**config.mk**
```make
export PLATFORM = sky130hd
export DESIGN_NAME = prog_counter
export DESIGN_NICKNAME = d
export VERILOG_FILES = /design/src/rtl/prog_counter.sv
export SDC_FILE = /design/constraint.sdc
export NUM_CORES = 1
export LEC_CHECK = 0
export CORE_ASPECT_RATIO = 0.7
export CORE_MARGIN = 8
export CORE_UTILIZATION = 25
export DETAILED_ROUTE_END_ITERATION = 10
export SKIP_LAST_GASP = 1
export SLEW_MARGIN = 20
export SYNTH_ARGS = -nofsm -noshare
export SYNTH_HDL_FRONTEND = slang
export SYNTH_SLANG_ARGS = --single-unit
```
**constraint.sdc**
```tcl
create_clock -name Clk -period 3.74 [get_ports Clk]
set_clock_uncertainty 0.05 [all_clocks]
set_input_delay 1.122 -clock Clk [delete_from_list [all_inputs] [get_ports Clk]]
set_output_delay 1.122 -clock Clk [all_outputs]
set_load 0.05 [all_outputs]
```
**src/rtl/prog_counter.sv**
```systemverilog
// prog_counter: program counter and branch sequencer for the three-program core.
// Starts program 1, 2 or 3 on request. While running, the PC increments every
// cycle, jumps to the LUT-supplied address on taken branches, and stops on halt.
// Optional feature macro: PC_LIMIT_EN. When it is defined, a next PC above
// PC_LIMIT raises a sticky Fault and stops the program. When it is undefined,
// the PC wraps modulo 2^PC_W and Fault stays 0.
module prog_counter #(
  parameter int PC_W     = 10,
  parameter int PTR_W    = 5,
  parameter int START1   = 0,
  parameter int START2   = 0,
  parameter int START3   = 0,
  parameter int BASE1    = 0,
  parameter int BASE2    = 7,
  parameter int BASE3    = 15,
  parameter int PC_LIMIT = 1023
) (
  input  logic             Clk,
  input  logic             Reset,
  input  logic             Start,
  input  logic [1:0]       ProgSel,
  input  logic             Halt,
  input  logic             BranchEn,
  input  logic             BranchCond,
  input  logic [3:0]       TargetIdx,
  input  logic [PC_W-1:0]  AbsAddress,
  output logic [PTR_W-1:0] LutPointer,
  output logic [PC_W-1:0]  ProgCtr,
  output logic             Running,
  output logic             Done,
  output logic             Fault
);

`ifdef PC_LIMIT_EN
  localparam bit LIMIT_ON = 1'b1;
`else
  localparam bit LIMIT_ON = 1'b0;
`endif

  // One extra bit holds the increment carry, so the limit check can see 1024.
  localparam logic [PC_W:0] LIMIT_EXT = (PC_W+1)'(PC_LIMIT);

  typedef enum logic [1:0] {
    ST_IDLE = 2'd0,
    ST_RUN  = 2'd1,
    ST_DONE = 2'd2
  } state_t;

  state_t           state_q, state_d;
  logic [1:0]       active_q, active_d;
  logic [PC_W-1:0]  pc_q, pc_d;
  logic             fault_q, fault_d;

  logic             start_ok;
  logic             taken;
  logic [PC_W:0]    next_ext;
  logic             limit_hit;
  logic [PC_W-1:0]  start_pc;
  logic [PTR_W-1:0] base_ptr;

  assign start_ok  = Start && (ProgSel != 2'd0);
  assign taken     = BranchEn && BranchCond;
  assign next_ext  = taken ? {1'b0, AbsAddress} : ({1'b0, pc_q} + (PC_W+1)'(1));
  assign limit_hit = LIMIT_ON && (next_ext > LIMIT_EXT);

  // Select the start PC of the requested program and the LUT base of the active one.
  always_comb begin
    start_pc = '0;
    base_ptr = '0;
    unique case (ProgSel)
      2'd1:    start_pc = PC_W'(START1);
      2'd2:    start_pc = PC_W'(START2);
      2'd3:    start_pc = PC_W'(START3);
      default: start_pc = '0;
    endcase
    unique case (active_q)
      2'd1:    base_ptr = PTR_W'(BASE1);
      2'd2:    base_ptr = PTR_W'(BASE2);
      2'd3:    base_ptr = PTR_W'(BASE3);
      default: base_ptr = '0;
    endcase
  end

  // Next-state logic: start, halt, taken branch, increment and limit fault.
  always_comb begin
    state_d  = state_q;
    active_d = active_q;
    pc_d     = pc_q;
    fault_d  = fault_q;
    unique case (state_q)
      ST_IDLE, ST_DONE: begin
        if (start_ok) begin
          state_d  = ST_RUN;
          active_d = ProgSel;
          pc_d     = start_pc;
          fault_d  = 1'b0;
        end
      end
      ST_RUN: begin
        if (Halt) begin
          state_d = ST_DONE;
        end else if (limit_hit) begin
          state_d = ST_DONE;
          fault_d = 1'b1;
        end else begin
          pc_d = next_ext[PC_W-1:0];
        end
      end
      default: begin
        state_d  = ST_IDLE;
        active_d = 2'd0;
        pc_d     = '0;
        fault_d  = 1'b0;
      end
    endcase
  end

  // State registers with synchronous active-low reset.
  always_ff @(posedge Clk) begin
    if (!Reset) begin
      state_q  <= ST_IDLE;
      active_q <= 2'd0;
      pc_q     <= '0;
      fault_q  <= 1'b0;
    end else begin
      state_q  <= state_d;
      active_q <= active_d;
      pc_q     <= pc_d;
      fault_q  <= fault_d;
    end
  end

  // The LUT pointer is driven while running, even without a branch, so the LUT output is always settled.
  always_comb begin
    LutPointer = '0;
    if (state_q == ST_RUN) begin
      LutPointer = base_ptr + PTR_W'(TargetIdx);
    end
  end

  assign ProgCtr = pc_q;
  assign Running = (state_q == ST_RUN);
  assign Done    = (state_q == ST_DONE);
  assign Fault   = fault_q;

endmodule

```
==> qor.yml <==
run_status:
  outcome: "completed"
floorplan:
  rows: 19
  die_x_um: 91.9
  boundaryPins: 40
  start_util_pct: 25.8
  die-area_um2: 6350
  dieHeight_um: 69.1
  core_area_um2: 3900
finish:
  nFillCells: 379
  finalNetCount: 187
  fin_area_um2: 1530
  area_growth_syn_to_layout_pct: 51.4
  drive_above_1_share_pct: 13.3
  insertedDiodeCount: 0
  stdcell_count: 210
routing:
  antenna_left: 0
  post-route-drc-count: 0
  routedWlPerCell_um: 13.7
  drt_pre_antenna_iters: 4
  dr_total_vias: 988
  drt_iter0_markers: 35
  via_per_inst: 4.70
  routed_wl_um: 2870
placed_design:
  numPortBuffers: 38
  gp_congestion: 0.763
  dpl.cell_count: 206
  dp_hpwl_um: 2350
  placed_cell_area_um2: 1450
timing:
  rsz0062_at_grt: "false"
  max-slew-margin-rel_pct: 62.7
  hold_viol: 0
  worst_pin_slew_ns: 0.560
  max_freq_ghz: 0.273
  slew_viol_final: 0
  fin_crit_ns: 3.66
  whs_ns: 0.445
  setup_viol: 0
  finalCritPeriodShare_pct: 97.8
yosys:
  ys_top_cells_by_count: "14 x dfxtp_1, 12 x nor2_1, 10 x o21ai_1, 8 x nand2_1, 7 x and2_1"
  ys_ff_latch: 14
  synth_area_per_cell_um2: 8.26
  synthCells: 122
  synth.distinct_cells: 40
  synth.most_common_cell: "dfxtp_1"
  synthFlopType: "dfxtp_1"
  yosys_warnings: 0
  synth_top_cell_area_share_pct: 27.8
  syn-num-nets: 150
  synth.largest_area_cell: "dfxtp_1"
  synthArstFlopShare_pct: 0
  netlist_area_um2: 1010
  synth_edf_count: 0
  ys_seq_area_share_pct: 27.8
  synth_top_cells_by_area: "dfxtp_1 28%, ha_1 6.2%, o2bb2ai_1 5.2%"
clocking:
  clock-sinks: 14
  clk_pin_slew_ns: 0.07
  cts_buffers: 3
  cts-root-buf: "clkbuf_8"
  clockBufferDepth: 2
  htreeDepth: 1
  hold_buffers: 0
  cts_tree: "built"
  clk_latency_ns: 0.24
power:
  leakagePower_nw: 0.567
  finalPower_uw: 432
  p_clk_share_pct: 35.2
  switchingPower_uw: 128
  power.share.switching_pct: 29.6
  powerDensity_nw_per_um2: 283
  ir_drop_uv: 138
  internal_power_uw: 304
  combPwrFrac_pct: 27.7
  power_frac_seq_pct: 37.1
critical_path:
  path_max_fanout: 2
  path_class: "input pin to primary output"
  crit_path_top_delay_cell: "fa_2"
  cp_data_arrival_time_ns: 2.49
  crit_required_ns: 2.57
  crit_path_end_kind: "primary output"
  cp_cell_sequence: "dlygate4sd2_1, ha_2, fa_2, a21o_1, a21oi_2, nor2_1, buf_6"
  worst_path_largest_cell_delay_ns: 0.39
  cp-start-kind: "input pin"
  crit_family: "adder cells"
  crit_buf_inv: 2
global_route:
  grt_max_degree: 17
  antenna_found_initial: 0
  grt-ovfl-total: 0
  grt_pass1_wl_um: 4830
  grt_use_total_pct: 9.17
  grt_pass1_vias: 1000
run:
  maxCapViolCount: 0
min_path:
  timing.hold.worst.class: "flip-flop to flip-flop"
final timing paths:
check,cells after the start,to,slack [ns],startpoint
worst max-delay path,7,LutPointer[4],0.08,TargetIdx[0]
worst min-delay path,2,ProgCtr[8]$_SDFFE_PN0P_,0.45,ProgCtr[8]$_SDFFE_PN0P_
worst max register to register,4,ProgCtr[3]$_SDFFE_PN0P_,2.21,state_q[0]$_SDFFE_PN0P_
worst min register to register,2,ProgCtr[8]$_SDFFE_PN0P_,0.45,ProgCtr[8]$_SDFFE_PN0P_
power by group through the flow:
stage / clock network (mW) / logic (mW) / registers (mW)
3_3_place_gp: 0 / 0.117 / 0.163
6_report: 0.152 / 0.120 / 0.160
3_5_place_dp: 0 / 0.118 / 0.164
2_1_floorplan: 0 / 0.0667 / 0.165
4_1_cts: 0.154 / 0.120 / 0.160
5_1_grt: 0.161 / 0.129 / 0.161
state kept, by name, indices dropped and copies added (netlist names):
name      count
active_q      2
state_q       2
ProgCtr      10
cells in the final DEF, fill, tap and decap left out, types with 2 or more instances in the layout:
master            n
a21o_1            2
a21oi_1           4
a21oi_2           2
a22oi_1           6
and2_1            7
and3_1            2
and4_1            3
buf_12            4
clkbuf_8          4
clkdlybuf4s50_1  31
dfxtp_1          14
dlygate4sd2_1     2
ha_1              4
inv_1             2
mux2i_1           3
nand2_1           8
nand3_1           2
nor2_1           11
nor2b_1           3
nor3_1            3
o21a_1            3
o21ai_1          10
o2bb2ai_1         6
xnor2_1           2
cell families after synthesis:
group           Yosys count  synth area share [%]
compound gates           40                  27.6
xor+xnor                  3                  2.61
fa+ha+maj                 6                  8.20
buf+inv                   9                  4.72
flops                    14                  27.8
mux                       3                  2.98
other cells               1                 0.372
simple gates             46                  25.7
through the flow:
stage	utilization (%)	setup WS, ns	TNS, ns
2_1_floorplan	-	0.0711	0
3_5_place_dp	37.3	-0.171	-0.370
4_1_cts	39.0	0.0702	0
3_3_place_gp	37.3	-0.128	-0.288
6_report	39.1	0.0806	0
5_1_grt	39.1	0.0164	0
routing by layer:
layer / wire [µm] / GRT usage, % / up-vias
met5: 0 / 0 / -
met4: 34 / 3.20 / 0
met3: 126 / 2.27 / 2
met2: 1340 / 14.8 / 18
met1: 1370 / 11.5 / 448
li1: - / - / 520
area by class of cell:
cell class / instances / area (µm²) / area share (%)
Tap cell: 52 / 65.1 / 4.27
Multi-Input combinational cell: 99 / 694 / 45.5
Timing Repair Buffer: 38 / 419 / 27.5
Clock buffer: 4 / 55.1 / 3.61
Inverter: 3 / 11.3 / 0.738
Sequential cell: 14 / 280 / 18.4
tightest hold or removal path, delay by kind of cell (launching register included):
| family | cells | cell delay (ns) |
|---|---|---|
| AND/OR/NAND/NOR | 1 | 0.06 |
| flip-flops | 1 | 0.33 |
| AO/OA/AOI/OAI | 1 | 0.05 |
timing repair:
action                     4_1_cts  5_1_grt
setup buffers                    0        0
resized for setup                7        1
setup endpoints to repair        3        1
pin swaps                        3        0
Note: power is estimated with default switching activity, not from simulation.
==> patch, RTL diff (config.mk and constraints unchanged) <==
Put a register stage on the output `Running`, cleared by the reset. The value now appears one clock later. The other outputs are not delayed to match.
--- a/src/rtl/prog_counter.sv
+++ b/src/rtl/prog_counter.sv
@@ -139,7 +139,13 @@
   end
 
   assign ProgCtr = pc_q;
-  assign Running = (state_q == ST_RUN);
+  always_ff @(posedge Clk) begin
+    if (!Reset) begin
+      Running <= '0;
+    end else begin
+      Running <= (state_q == ST_RUN);
+    end
+  end
   assign Done    = (state_q == ST_DONE);
   assign Fault   = fault_q;
 
Behaviour: not the same (a bounded check fails within 4 cycles, from zero or initial values and one cycle with Reset low).
==> patch against the unedited design <==
  * Final area up 1.3%
  * Largest power group unchanged
  * Sequential cell count up 1
  * Critical path depth down 1
  * Area after synthesis up 2.5%
  * Power down 2.1%
  * Non-clock buffer count unchanged
  * Register-to-register slack worse by 20 ps
  * Worst setup slack better by 16 ps
  * Routed wire length up 2.0%
  * Global-route usage up 0.34 points
  * Maximum frequency up 0.43%
  * Via count up 3.9%
  * Combinational power down 4%
==> patch: results (changes against the unedited design) <==
- Routed length per placed instance: 13.6 µm (-0.35%)
- EDFF count, synth: 0 (unchanged)
- Dpl cells: 211 (+2.4%)
- Gr usage total: 9.52% (+0.34 points)
- CP peak stage delay: 410 ps (+20 ps)
- 1st-iter DRT viols: 44 (+26%)
- Post_cts resized: 6 (-1)
- Pre-CTS setup slack: -156 ps (+14.8 ps)
- Worst Hold Launch: ProgCtr[9]$_SDFFE_PN0P_
- Crit-path slowest cell: clkdlybuf4s50_1
- R2R Path End: ProgCtr[7]$_SDFFE_PN0P_
- Post-synth top cells: dfxtp_1, nand2_1, nor2_1, o21ai_0, a21oi_1
- Fin nets: 192 (+2.7%)
- WL final: 2930 µm (+2.0%)
- Crit Path Max Fanout: 3 (+1)
- Status: finished clean
- Vias: 1027 (+3.9%)
- CP startpoint: TargetIdx[2]
- First-pass GRT wire length: 5130 µm (+6.1%)
- Critical Path End: LutPointer[3]
- Synth area leaders: dfxtp_1, ha_1, o2bb2ai_1, o21ai_0, a21oi_1
- Final instance area: 1550 µm² (+1.3%)
- HPWL after DPL: 2360 µm (+0.71%)
- Hold path cells: 1 (-1)
- GPL Wtd Cong: 0.750 (-1.7%)
- GRT met1 Usage: 11.3% (-0.18 points)
- Slew @ Worst Pin: 535 ps (-24.7 ps)
- Met2 Usage GRT: 16.0% (+1.2 points)
- WHS Endpoint: ProgCtr[9]$_SDFFE_PN0P_
- Synth cell types: 39 (-2.5%)
- Post-synthesis sequential area ratio: 29.1% (+1.3 points)
- Xor/xnor cell area share of the yosys netlist: 2.55% (-0.063 points)
- Met3 WL post-DR: 153 µm (+21%)
- Worst Hold Slack: 448 ps (+3.13 ps)
- Share of layout cells above drive strength 1: 11.0% (-2.2 points)
- Adder-Cell Fraction of Synth Area: 8.00% (-0.20 points)
- H-tree depth: 1 (unchanged)
- Multiplexer area fraction after synthesis: 2.91% (-0.072 points)
- Worst Path Arrival: 2470 ps (-20 ps)
- Fin worst setup slack: 96.2 ps (+15.6 ps)
- CP top delay family: buffers and inverters
- Met2 wire len: 1380 µm (+2.8%)
- Post-synthesis average cell area: 8.13 µm² (-1.6%)
- Fill count: 419 (+11%)
- Met1 WL: 1390 µm (+1.1%)
- Synth Area in Compound Gates: 25.8% (-1.8 points)
- VDD IR-drop max: 118 µV (-14%)
- GRT met3 Usage: 3.46% (+1.2 points)
- P_leak: 0.563 nW (-0.68%)
- FF-to-FF setup slack: 2190 ps (-20 ps)
patch: cell count changes after synthesis, sizes merged:
| cell | delta |
|---|---|
| a21oi | +3 |
| a22oi | -3 |
| and2b | +1 |
| and4 | -3 |
| dfxtp | +1 |
| inv | -1 |
| nand2 | +2 |
| nand3 | +1 |
| nand4 | +2 |
| nor2 | -2 |
| nor3 | +1 |
| nor4 | +3 |
patch: where the power goes:
| group | internal [mW] | total, mW | switching, mW |
|---|---|---|---|
| logic | 0.0560 | 0.115 | 0.0593 |
| clock network | 0.0739 | 0.136 | 0.0625 |
| registers | 0.164 | 0.171 | 0.00690 |
| total | 0.294 | 0.423 | 0.129 |
patch: layout make-up:
cell class                 count  share of cell area [%]
tap                           52                    4.21
sequential                    15                    19.4
clock buffer                   3                    2.67
inverter                       2                   0.486
clock inverter                 1                   0.324
timing repair buffer          38                    27.4
multi-input combinational    104                    45.5
